==> src/rtl/pixel2byte_packer.sv <==
// Packs RAW8/RAW10/RAW12 pixels into the CSI-2 byte stream for the pixel-to-byte FIFO
// and reports each line's byte count as the CSI-2 word count.
module pixel2byte_packer #(
    parameter int PIX_BITS = 10,
    parameter int WC_WIDTH = 16
) (
    input  logic                WrClock,
    input  logic                Reset,
    input  logic [PIX_BITS-1:0] pix_data,
    input  logic                pix_valid,
    input  logic                pix_last,
    output logic                pix_ready,
    output logic [7:0]          fifo_Data,
    output logic                fifo_WrEn,
    input  logic                fifo_AlmostFull,
    input  logic                fifo_Full,
    output logic [WC_WIDTH-1:0] line_wc,
    output logic                line_wc_valid,
    output logic                err_partial,
    output logic                err_overflow
);

    generate
        if (PIX_BITS != 8 && PIX_BITS != 10 && PIX_BITS != 12) begin : g_bad_pix_bits
            $error("pixel2byte_packer: PIX_BITS must be 8, 10 or 12");
        end
    endgenerate

    typedef enum logic {
        COLLECT  = 1'b0,
        EMIT_LSB = 1'b1
    } state_t;

    // Index of the last pixel in an LSB-sharing group (4 pixels for RAW10, 2 for RAW12).
    localparam logic [1:0]          GROUP_LAST = (PIX_BITS == 12) ? 2'd1 : 2'd3;
    localparam logic [WC_WIDTH-1:0] WC_ONE     = {{(WC_WIDTH-1){1'b0}}, 1'b1};

    state_t              state_q, state_d;
    logic [1:0]          k_q, k_d;
    logic [7:0]          lsb_q, lsb_d;
    logic                last_q, last_d;
    logic [7:0]          data_q, data_d;
    logic                wr_q, wr_d;
    logic [WC_WIDTH-1:0] count_q, count_d;
    logic [WC_WIDTH-1:0] wc_q, wc_d;
    logic                wcv_q, wcv_d;
    logic                partial_q, partial_d;
    logic                overflow_q, overflow_d;

    logic                accept_s;
    logic                final_s;
    logic [7:0]          msb_s;
    logic [3:0]          lsb_nib_s;
    logic [2:0]          lsb_shift_s;

    assign pix_ready     = (state_q == COLLECT) && !fifo_AlmostFull;
    assign accept_s      = pix_valid && pix_ready;
    assign msb_s         = pix_data[PIX_BITS-1 -: 8];

    assign fifo_Data     = data_q;
    assign fifo_WrEn     = wr_q;
    assign line_wc       = wc_q;
    assign line_wc_valid = wcv_q;
    assign err_partial   = partial_q;
    assign err_overflow  = overflow_q;

    // Low-order pixel bits and their bit position inside the shared LSB byte.
    always_comb begin
        if (PIX_BITS == 10) begin
            lsb_nib_s   = {2'b00, pix_data[1:0]};
            lsb_shift_s = {k_q, 1'b0};
        end else if (PIX_BITS == 12) begin
            lsb_nib_s   = pix_data[3:0];
            lsb_shift_s = {k_q[0], 2'b00};
        end else begin
            lsb_nib_s   = 4'h0;
            lsb_shift_s = 3'd0;
        end
    end

    // Next-state logic: pixel accept, LSB emission, line byte counting and error flags.
    always_comb begin
        state_d    = state_q;
        k_d        = k_q;
        lsb_d      = lsb_q;
        last_d     = last_q;
        data_d     = data_q;
        wr_d       = 1'b0;
        count_d    = count_q;
        wc_d       = wc_q;
        wcv_d      = 1'b0;
        partial_d  = partial_q;
        overflow_d = overflow_q | (wr_q & fifo_Full);
        final_s    = 1'b0;

        case (state_q)
            COLLECT: begin
                if (accept_s) begin
                    data_d = msb_s;
                    wr_d   = 1'b1;
                    if (PIX_BITS == 8) begin
                        final_s = pix_last;
                    end else begin
                        lsb_d = lsb_q | ({4'h0, lsb_nib_s} << lsb_shift_s);
                        if ((k_q == GROUP_LAST) || pix_last) begin
                            state_d   = EMIT_LSB;
                            last_d    = pix_last;
                            partial_d = partial_q | (k_q != GROUP_LAST);
                        end else begin
                            k_d = k_q + 2'd1;
                        end
                    end
                end else begin
                    wr_d = 1'b0;
                end
            end
            EMIT_LSB: begin
                // Committed regardless of AlmostFull; the FIFO threshold reserves room for it.
                data_d  = lsb_q;
                wr_d    = 1'b1;
                final_s = last_q;
                lsb_d   = 8'h00;
                k_d     = 2'd0;
                last_d  = 1'b0;
                state_d = COLLECT;
            end
            default: begin
                state_d = COLLECT;
                k_d     = 2'd0;
                lsb_d   = 8'h00;
                last_d  = 1'b0;
            end
        endcase

        if (wr_d && final_s) begin
            wc_d    = count_q + WC_ONE;
            wcv_d   = 1'b1;
            count_d = {WC_WIDTH{1'b0}};
        end else if (wr_d) begin
            count_d = count_q + WC_ONE;
        end else begin
            count_d = count_q;
        end
    end

    // State and output registers.
    always_ff @(posedge WrClock or posedge Reset) begin
        if (Reset) begin
            state_q    <= COLLECT;
            k_q        <= 2'd0;
            lsb_q      <= 8'h00;
            last_q     <= 1'b0;
            data_q     <= 8'h00;
            wr_q       <= 1'b0;
            count_q    <= {WC_WIDTH{1'b0}};
            wc_q       <= {WC_WIDTH{1'b0}};
            wcv_q      <= 1'b0;
            partial_q  <= 1'b0;
            overflow_q <= 1'b0;
        end else begin
            state_q    <= state_d;
            k_q        <= k_d;
            lsb_q      <= lsb_d;
            last_q     <= last_d;
            data_q     <= data_d;
            wr_q       <= wr_d;
            count_q    <= count_d;
            wc_q       <= wc_d;
            wcv_q      <= wcv_d;
            partial_q  <= partial_d;
            overflow_q <= overflow_d;
        end
    end

endmodule

==> config.mk <==
export PLATFORM = sky130hd
export DESIGN_NAME = pixel2byte_packer
export DESIGN_NICKNAME = d
export VERILOG_FILES = /design/src/rtl/pixel2byte_packer.sv
export SDC_FILE = /design/constraint.sdc
export NUM_CORES = 1
export LEC_CHECK = 0
export ABC_AREA = 1
export BUFFER_PORTS_ARGS = -buffer_cell sky130_fd_sc_hd__clkbuf_2
export CAP_MARGIN = 5
export CORE_MARGIN = 2
export CORE_UTILIZATION = 55
export CTS_CLUSTER_DIAMETER = 200
export DETAILED_ROUTE_END_ITERATION = 8
export PLACE_DENSITY = 0.84
export RECOVER_POWER = 100
export SYNTH_ARGS = -nofsm -noshare
export SYNTH_HDL_FRONTEND = slang
export SYNTH_SLANG_ARGS = --single-unit
==> constraint.sdc <==
create_clock -name WrClock -period 1.72 [get_ports WrClock]
set_clock_uncertainty 0.05 [all_clocks]
set_input_delay 0.086 -clock WrClock [delete_from_list [all_inputs] [get_ports WrClock]]
set_output_delay 0.086 -clock WrClock [all_outputs]
set_load 0.01 [all_outputs]
# --- After elaboration in Yosys (flattened, before gate mapping) ---
# Index checks and enable logic that the tools add are counted.
word_totals:
  register_bits: 56
  out_inout_bits: 29
classes:
  addsub: 2
  n_eq_ne: 5
  n_shift: 1
  muxes: 19
  bitwise_logic: 5
  reduce_logical: 9
ops:
  columns: ["operator", "count"]
  rows:
  - ["$mux 16", 2]
  - ["$pmux 8 s2", 2]
  - ["$add 16x1->16 const B", 1]
  - ["$mux 8", 2]
  - ["$or 8x8->8", 1]
  - ["$shl 2x3->8", 1]
  - ["$mux 1", 7]
  - ["$ne 2x2->1 const B", 3]
  - ["$pmux 1 s2", 3]
  - ["$mux 2", 2]
  - ["$pmux 2 s2", 1]
  - ["$reduce_and 2->1", 2]
  - ["$logic_and 1x1->1", 3]
  - ["$reduce_and 3->1", 1]
  - ["$add 2x1->2 const B", 1]
  - ["$eq 2x2->1 const B", 1]
  - ["$ne 2x1->1 const B", 1]
  - ["$or 1x1->1", 2]
  - ["$reduce_bool 2->1", 1]
  - ["$and 1x1->1", 1]
  - ["$logic_not 1->1", 1]
  - ["$logic_or 1x1->1", 1]
  - ["$not 1->1", 1]

# --- Logic depth before layout (Yosys ltp) ---
# Gate-level depths: netlist of run 1.
depth:
  depth_word: 7
  depth_mapped: 8
  ltp_nobuf: 8

# --- Worst setup path after synthesis of run 1 ---
# No wires, ideal clock.
synth_path:
  kind: "reg-to-reg"
  startpoint: "register state_q"
  endpoint: "register count_q[14]"
  arrival_ps: 1184
  required_ps: 1552
  path_slack_ps: 369
  stages_incl_launch_ff: 9
  n_path_buf: 2
  cell_sequence: "dfrtp_1 > nor2_2 > nand2_4 > nand2_4 > buf_6 > inv_4 > buf_6 > nand2_1 > nand2_1"
synth_via:
  elab_chain_len: 7
  word_cells_on_any_way: 9
  cone_classes: "mux (4); bitwise (1); reduce/logical (4)"
synth_lines:
  columns: ["item", "line", "rtl"]
  rows:
  - ["from (decl)", "38", "state_t state_q, state_d;"]
  - ["from (signal assigned)", "161", "state_q <= state_d;"]
  - ["$not 1->1 (*)", null, null]
  - ["$logic_and 1x1->1 (*)", "56", "assign pix_ready = (state_q == COLLECT) && !fifo_AlmostFull;"]
  - ["net pix_ready", "12", "output logic pix_ready,"]
  - ["$logic_and 1x1->1 (*)", "57", "assign accept_s = pix_valid && pix_ready;"]
  - ["$mux 1 (*)", "98", "if (accept_s) begin"]
  - ["$pmux 1 s2 (*)", "96", "case (state_q)"]
  - ["net wr_d", "43", "logic wr_q, wr_d;"]
  - ["$logic_and 1x1->1", "135", "if (wr_d && final_s) begin"]
  - ["$mux 16 or $reduce_bool 2->1 (tied branches)", null, null]
  - ["to (signal assigned)", "155", "count_q <= {WC_WIDTH{1'b0}};"]
  - ["to (signal assigned)", "167", "count_q <= count_d;"]
  - ["to (decl)", "44", "logic [WC_WIDTH-1:0] count_q, count_d;"]
# Mark *: on every way through the listed nets, which the timed path passes. The rest lies on a longest branch.
# A chain may end at the register's enable or synchronous reset.

# --- Final worst setup path of run 1 ---
layout_path:
  startpoint: "register count_q[0]"
  endpoint: "register wc_q[6], in the netlist line_wc[6]"
layout_via:
  elab_chain_len: 1
layout_lines:
  columns: ["item", "line", "rtl"]
  rows:
  - ["$add 16x1->16", "136", "wc_d = count_q + WC_ONE;"]
  - ["to (signal assigned)", "156", "wc_q <= {WC_WIDTH{1'b0}};"]
  - ["to (signal assigned)", "168", "wc_q <= wc_d;"]
  - ["to (decl)", "45", "logic [WC_WIDTH-1:0] wc_q, wc_d;"]
# Every way passes these cells.

==> results of run 1 <==
## power breakdown
| group | internal [mW] | switching, mW | total, mW |
|---|---|---|---|
| clock network | 0.329 | 0.396 | 0.725 |
| logic | 0.261 | 0.394 | 0.655 |
| registers | 1.55 | 0.191 | 1.74 |
## synth_stat cells (4+ instances only)
cell and count:
o21ai_0 12, a21oi_1 7, nor3_1 17, nor2_1 33, inv_1 29, nand2_1 106
nand4_1 4, o21bai_1 4, nand3_1 18, dfrtp_1 56, xor2_1 4
## through the flow
stage                     util [%]  std cells  hold WS, ps  setup slack (ps)  power [mW]
after floorplan                  -        318          153               213        2.19
after global placement        62.4        413         69.7               267        2.42
after detailed placement      62.4        413         75.9               205        2.45
after CTS                     65.2        425         6.84               164        3.17
after global routing          64.2        425         33.2              47.8        3.30
final                         64.2        425         9.59               167        3.12
## worst paths after layout
kind                                end  slack, ps
min reg2reg                  line_wc[5]        430
min in group asynchronous   line_wc[12]        450
max                          line_wc[6]        170
min                        fifo_Data[6]         10
max reg2reg                  line_wc[6]        170
max in group asynchronous   count_q[14]        370
## sequential cells by signal, indices dropped and copies added (netlist names)
register / flops
last_q: 1
lsb_q: 8
line_wc_valid: 1
err_partial: 1
line_wc: 16
k_q: 2
fifo_WrEn: 1
count_q: 16
err_overflow: 1
fifo_Data: 8
state_q: 1
## worst register-to-register path, cell delays in order (launching register included)
cell and delay, ps:
dfrtp_1 440, ha_1 210, nand3_1 190, nor2_2 200, xor2_1 250, nand2_1 90
nand2_1 70
## per-layer routing
layer | wire (um) | GRT usage, %
met2 | 2460 | 34.1
met3 | 222 | 4.14
met4 | 74 | 6.58
met1 | 2560 | 31.1
met5 | 0 | 0
## kinds of logic (layout without fill, tap and decap cells)
family	after synthesis	after routing	synth area share, %
and+or+nand+nor	182	182	29.1
xor gates and xnor gates	7	7	2.36
DFF	56	56	53.9
AOI/OAI and AO/OA	30	30	6.69
adders and majority gates	2	2	0.962
buffers and inverters	41	94	7.02
## layout make-up
cell class              count  area, um2
inverters                  32        120
repair buffers             54        275
flip-flops and latches     56       1400
fillers                   410       1660
clock buffers               8       90.1
well taps                  54       67.6
multi-input cells         221       1020
## repair_timing
| item | CTS | global route |
|---|---|---|
| resized for setup | 0 | 1 |
| hold buffers | 4 | 0 |
| endpoints found under the setup margin | 0 | 1 |
| endpoints found under the hold margin | 24 | 0 |
==> flow_metrics.tcl, run 1 <==
set metrics [dict create \
    dieArea_um2 5300 \
    ff2ff_path_depth 6 \
    port_buffers 44 \
    grt_setup_unrepaired "no" \
    crit_family "simple AND/OR/NAND/NOR gates" \
    fin_tns_setup_ps 0 \
    timing.fmax_mhz 644 \
    ant_nets 0 \
    yosysTopAreaCellShare_pct 53.9 \
    cp_data_arrival_time_ps 1750 \
    antenna_found_initial 0 \
    synth_edf_count 0 \
    ys_ff_latch 56 \
    via_count 2158 \
    path_common_cell "nand2_1" \
    crit_buf_inv 0 \
    finalMaxSlewViolations 0 \
    initial_core_util_pct 56.2 \
    syn_to_final_growth_pct 14.3 \
    syn_inst 318 \
    drc 0 \
    yosysTopAreaCell "dfrtp_1" \
    synth-seq-area-share_pct 53.9 \
    path_clk_slew_ps 90 \
    core-area_um2 4630 \
    final_cell_mix "nand2_1, dfrtp_1, nor2_1, clkbuf_1, inv_1" \
    worstPathMaxFanout 6 \
    min_path_cells 3 \
    die_x_um 72.8 \
    setup_violations 0 \
    grt_first_pass_wirelength_mm 9.03 \
    cts-buffers-inserted 5 \
    grt_pass1_vias 2038 \
    wirelength_mm 5.31 \
    path_depth 6 \
    yosys_warnings 0 \
    hold_class "in2reg" \
    drive_above_1_share_pct 8.89 \
    path_class "reg2reg" \
    critPathLaunchType "register" \
    grt_usage_pct 21.8 \
    diodes 0 \
    cp-startpoint "count_q[0]" \
    dp_hpwl_mm 3.82 \
    num_rows 25 \
    final_common_cell "nand2_1" \
    cts_root_buf "clkbuf_8" \
    worstSetupEndpointType "register" \
    ir_drop_uv 634 \
    drt-initial-drc-count 202 \
    ys_types 26 \
    critPathMaxStageDelay_ps 440 \
    syn_nets 336 \
    pin_count 45 \
    vias_per_cell 5.08 \
    syn_area_um2 2600 \
    worstHoldStart "pix_data[8]" \
    async_reset_ff_share_pct 100 \
    cts_setup_buffers 0 \
    power_density_nw_per_um2 1050 \
    grt-ovfl-total 0 \
    tritoncts "built" \
    maxSlewHeadroom_pct 39.9 \
    yosys-top-cells-area "dfrtp_1, nand2_1, nor2_1, inv_1, nand3_1" \
    crit_slowest_cell "dfrtp_1" \
    drt-pass1-iter-count 4 \
    avgSynthCellArea_um2 8.18 \
    worstReg2RegStart "count_q[0]" \
    cts.htree.levels 2 \
    clock_sinks 56 \
    worst_pin_slew_ps 900 \
    finalHoldViolations 0 \
    nNetsFinal 388 \
    worstPathCellList "ha_1 -> nand3_1 -> nor2_2 -> xor2_1 -> nand2_1 -> nand2_1" \
    wl_per_cell_um 12.5 \
    leakagePower_nw 1.52 \
    die_h_um 72.8 \
    fin_area_um2 2970 \
    outcome "finished clean" \
    cts_buffer_depth 2 \
    post_dp_cell_area_um2 2890 \
    clk_latency_ps 300 \
    synth_ff_type "dfrtp_1" \
    place_congestion 0.862 \
    final.period_utilization_pct 90.3 \
    grt_max_degree 26 \
    drv_cap 0 \
    period_needed_ps 1550 \
    required_ps 1920 \
]
Note: power is estimated with default switching activity, not from simulation.
==> inputs of run 2 (changes only) <==
--- a/config.mk
+++ b/config.mk
@@ -8,6 +8,7 @@
 export ABC_AREA = 1
 export BUFFER_PORTS_ARGS = -buffer_cell sky130_fd_sc_hd__clkbuf_2
 export CAP_MARGIN = 5
+export CORE_ASPECT_RATIO = 0.5
 export CORE_MARGIN = 2
 export CORE_UTILIZATION = 55
 export CTS_CLUSTER_DIAMETER = 200
==> constraint.sdc (replaced) <==
create_clock -name WrClock -period 1.6 [get_ports WrClock]
set_clock_uncertainty 0.05 [all_clocks]
set_input_delay 0.08 -clock WrClock [delete_from_list [all_inputs] [get_ports WrClock]]
set_output_delay 0.08 -clock WrClock [all_outputs]
set_load 0.01 [all_outputs]
==> run 2 against run 1 <==
The run now ends with hold timing left. Core utilization increased by 3.8 points. Via count increased by 4.7%. Setup slack got worse by 46 ps. Cell count increased by 1.9%. Clock-buffer cell count decreased by 2. Clock power increased by 13%. Worst hold slack got worse by 15 ps. Final area increased by 2.1%. Critical path type unchanged. Largest cell class unchanged. Largest power group unchanged. Highest routed layer unchanged.
==> flow_metrics.tcl, run 2 (synthesis results as in run 1) <==
set metrics [dict create \
    drv_cap 0 \
    die_x_um 101 \
    worstHoldStart "pix_data[3]" \
    cp_data_arrival_time_ps 1640 \
    fin_tns_setup_ps 0 \
    grt-ovfl-total 0 \
    sw_frac_of_total_pct 32.6 \
    nNetsFinal 393 \
    path_class "reg2reg" \
    pwr-share-seq_pct 54.8 \
    num_rows 17 \
    violations "hold timing" \
    cts_root_buf "clkbuf_8" \
    finalHoldViolations 1 \
    port_buffers 44 \
    grt_first_pass_wirelength_mm 9.71 \
    leakagePower_nw 1.54 \
    drt-initial-drc-count 75 \
    pwr-share-clk_pct 24.0 \
    drive_above_1_share_pct 10.6 \
    final.period_utilization_pct 92.4 \
    drt-pass1-iter-count 4 \
    cp-startpoint "state_q" \
    grt_setup_unrepaired "no" \
    required_ps 1760 \
    cts-buffers-inserted 5 \
    ant_nets 0 \
    period_needed_ps 1480 \
    final_cell_mix "nand2_1, dfrtp_1, nor2_1, clkbuf_1, inv_1" \
    antenna_found_initial 0 \
    worst_pin_slew_ps 861 \
    via_count 2259 \
    cts_buffer_depth 2 \
    fillers 392 \
    hold_class "in2reg" \
    post_dp_cell_area_um2 2890 \
    tritoncts "built" \
    post-route-util_pct 68.0 \
    power_density_nw_per_um2 1120 \
    syn_to_final_growth_pct 16.8 \
    worstPathMaxFanout 13 \
    critPathLaunchType "register" \
    p_sw_mw 1.11 \
    clock_sinks 56 \
    pwr-share-comb_pct 21.2 \
    path_clk_slew_ps 100 \
    clk_latency_ps 320 \
    final_common_cell "nand2_1" \
    grt_max_degree 35 \
    finalMaxSlewViolations 0 \
    core-area_um2 4470 \
    grt_usage_pct 23.8 \
    worstSetupEndpointType "register" \
    worstReg2RegStart "state_q" \
    wirelength_mm 5.60 \
    outcome "complete, but fails checks" \
    place_congestion 0.908 \
    grt_pass1_vias 2172 \
    cts.htree.levels 2 \
    seq_area_um2 1400 \
    setup_violations 0 \
    initial_core_util_pct 58.2 \
    wl_per_cell_um 12.9 \
    die_h_um 52.6 \
    holdWs_ps -5.01 \
    intPower_mw 2.30 \
    dp_hpwl_mm 3.93 \
    maxSlewHeadroom_pct 42.5 \
    ir_drop_uv 628 \
    fin_area_um2 3040 \
    drc 0 \
    diodes 0 \
    pin_count 45 \
    vias_per_cell 5.22 \
    dieArea_um2 5330 \
    timing.fmax_mhz 677 \
    multi_input_area_um2 1030 \
]
run 2: changes by cell type in the layout (fill, tap and decap cells not counted), moves of 2 or more:
cell           change
inv_2              +2
inv_1              -2
dlygate4sd3_1      +5
clkbuf_1           -3
clkinvlp_4         +2
run 2: timing repair:
item                       4_1_cts  5_1_grt
setup buffers                    0        0
hold buffers                     9        0
hold endpoints to repair        31        0
gates resized for setup          0        4
setup endpoints to repair        0        5
run 2: power groups by stage:
stage	Combinational (mW)	Sequential, mW	Clock, mW
2_1_floorplan	0.452	1.90	0
3_3_place_gp	0.714	1.87	0
3_5_place_dp	0.742	1.89	0
4_1_cts	0.764	1.86	0.828
5_1_grt	0.832	1.91	0.894
6_report	0.725	1.87	0.819
run 2: path summary, 6_finish.rpt:
path / endpoint / slack (ps) / cells after the start
setup / recovery: fifo_Data[3] / 120 / 6
hold / removal: fifo_Data[1] / -5 / 3
setup reg to reg: fifo_Data[3] / 120 / 6
hold reg to reg: line_wc[13] / 430 / 2
max in group asynchronous: line_wc[9] / 290 / 4
min in group asynchronous: fifo_WrEn / 410 / 3
run 2: final cells by class:
| cell class | instances | share of cell area (%) |
|---|---|---|
| sequential | 56 | 46.1 |
| clock buffer | 6 | 2.72 |
| inverter | 32 | 3.95 |
| multi-input combinational | 221 | 33.8 |
| tap | 57 | 2.35 |
| clock inverter | 2 | 0.494 |
| timing repair buffer | 59 | 10.5 |
run 2: worst max-delay path: stages, from the launching register on:
cell	delay (ps)
dfrtp_1	400
nor2_2	170
nand2_4	140
nand2_4	120
buf_4	150
nor2_1	50
nor3_1	280
run 2: metrics by stage:
step	setup slack (ps)	std cells	hold slack [ps]	power, mW
after global routing	21.4	433	8.30	3.63
after CTS	98.1	433	5.49	3.45
after floorplan	98.7	318	147	2.35
final	122	433	-5.01	3.42
after global placement	185	416	59.6	2.58
after detailed placement	113	416	71.8	2.63
run 2: per-layer routing:
metal | track usage, % | wire, um | vias to the layer above
li1 | - | - | 1116
met1 | 29.6 | 2420 | 1073
met2 | 40.8 | 2810 | 54
met3 | 4.80 | 242 | 16
met4 | 10.8 | 127 | 0
met5 | 0 | 0 | -
==> inputs of run 3 (changes only) <==
--- a/config.mk
+++ b/config.mk
@@ -14,7 +14,7 @@
 export CTS_CLUSTER_DIAMETER = 200
 export DETAILED_ROUTE_END_ITERATION = 8
 export PLACE_DENSITY = 0.84
-export RECOVER_POWER = 100
+export RECOVER_POWER = 25
 export SYNTH_ARGS = -nofsm -noshare
 export SYNTH_HDL_FRONTEND = slang
 export SYNTH_SLANG_ARGS = --single-unit
==> run 3 against run 2 <==
The flow now finishes without violations. Global-route usage is the same. Via count shrank 0.53%. Setup slack lost 25 ps. Critical endpoint unchanged. Highest routed layer unchanged.
==> flow_metrics.tcl, run 3 (synthesis results as in run 1) <==
set metrics [dict create \
    outcome "finished clean" \
    ff2ff_path_depth 6 \
    path_clk_slew_ps 100 \
    final.period_utilization_pct 93.9 \
    path_depth 6 \
    clock_sinks 56 \
    drv_cap 0 \
    layout_setup_ws_ps 97.1 \
    drt-initial-drc-count 75 \
    cts_root_buf "clkbuf_8" \
    place_ws_ps 113 \
    post-route-util_pct 68.8 \
    finalMaxSlewViolations 0 \
    cts_buffer_depth 2 \
    fin_tns_setup_ps 0 \
    core-area_um2 4470 \
    via_count 2247 \
    crit_slowest_cell "dfrtp_1" \
    final_cell_mix "nand2_1, dfrtp_1, clkbuf_2, nor2_1, inv_1" \
    grt_max_degree 35 \
    crit_family "simple AND/OR/NAND/NOR gates" \
    worstPathMaxFanout 13 \
    worst_pin_slew_ps 908 \
    timing.fmax_mhz 665 \
    grt_usage_pct 23.8 \
    endpoint "fifo_Data[3]" \
    hold_class "in2reg" \
    dp_hpwl_mm 3.93 \
    drc 0 \
    worstReg2RegStart "state_q" \
    reg2reg_slack_ps 100 \
    place_congestion 0.908 \
    stdcell_count 433 \
    cts-buffers-inserted 5 \
    dieArea_um2 5330 \
    setup_violations 0 \
    drt-pass1-iter-count 4 \
    num_rows 17 \
    maxSlewHeadroom_pct 39.4 \
    pin_count 45 \
    tritoncts "built" \
    drive_above_1_share_pct 15.2 \
    crit_buf_inv 1 \
    grt_pass1_vias 2172 \
    die_h_um 52.6 \
    wl_per_cell_um 12.9 \
    clk_latency_ps 310 \
    dp.cells 416 \
    critPathLaunchType "register" \
    finalHoldViolations 0 \
    ant_nets 0 \
    die_x_um 101 \
    path_common_cell "nand2_4" \
    diodes 0 \
    antenna_found_initial 0 \
    nNetsFinal 393 \
    critPathMaxStageDelay_ps 400 \
    grt_first_pass_wirelength_mm 9.71 \
    vias_per_cell 5.19 \
    period_needed_ps 1500 \
    ir_drop_uv 629 \
    wirelength_mm 5.58 \
    grt_setup_unrepaired "no" \
    required_ps 1750 \
    grt-ovfl-total 0 \
    power_density_nw_per_um2 1120 \
    cp_data_arrival_time_ps 1650 \
    syn_to_final_growth_pct 18.1 \
    port_buffers 44 \
    initial_core_util_pct 58.2 \
    cts.htree.levels 2 \
    r2r-end "fifo_Data[3]" \
    final_common_cell "nand2_1" \
    cp-startpoint "state_q" \
    cts_setup_buffers 0 \
    worstSetupEndpointType "register" \
    worstPathCellList "nor2_2 -> nand2_4 -> nand2_4 -> buf_4 -> nor2_1 -> nor3_1" \
    leakagePower_nw 1.60 \
    path_class "reg2reg" \
]
[run 3: cell count changes in the layout (fill, tap and decap cells not counted)]
cell / previous run / this run
clkbuf_2: 16 / 32
buf_12: 0 / 1
clkbuf_1: 29 / 12
buf_6: 1 / 0
inv_2: 4 / 3
inv_4: 0 / 1
buf_4: 4 / 5
[run 3: area by class of cell]
| type | count | area, um2 |
|---|---|---|
| Clock inverter | 2 | 15.0 |
| Multi-Input combinational cell | 221 | 1030 |
| Sequential cell | 56 | 1400 |
| Inverter | 32 | 123 |
| Tap cell | 57 | 71.3 |
| Fill cell | 377 | 1390 |
| Clock buffer | 6 | 82.6 |
| Timing Repair Buffer | 59 | 353 |
[run 3: worst min-delay path by stage]
stage	start	end	slack, ps	cells after the start
4_1_cts	pix_data[3]	fifo_Data[1]	5	3
6_report	pix_data[3]	fifo_Data[1]	0.2	3
3_3_place_gp	Reset	fifo_WrEn	60	2
5_1_grt	pix_data[8]	fifo_Data[6]	8	3
2_1_floorplan	fifo_Full	err_overflow	150	1
3_5_place_dp	Reset	fifo_Data[2]	70	2
[run 3: power breakdown]
part	leakage [nW]	internal (mW)	switching (mW)
Clock	0.0434	0.351	0.465
Combinational	0.831	0.307	0.436
Sequential	0.721	1.66	0.213
Total	1.60	2.32	1.11
[run 3: worst reg2reg max path: cells and delay by family, from the launching register on]
family | cells | cell delay, ps
simple gates | 5 | 780
flops | 1 | 400
buf+inv | 1 | 160
[run 3: metrics by stage]
stage	power, mW	hold WS [ps]	instance area, um2
floorplan	2.35	147	2600
global placement	2.58	59.6	2890
detailed placement	2.63	71.8	2890
CTS	3.45	5.49	3080
global route	3.65	8.30	3070
finish	3.43	0.211	3070
[run 3: what timing repair did]
action	CTS	global route
hold buffers	9	0
endpoints found under the hold margin	31	0
gates resized for setup	0	4
endpoints found under the setup margin	0	5
[run 3: per-layer routing]
metal,wire (um),vias to the layer above,track usage (%)
li1,-,1116,-
met1,2430,1070,29.6
met2,2830,47,40.8
met3,204,14,4.80
met4,119,0,10.8
met5,0,-,0
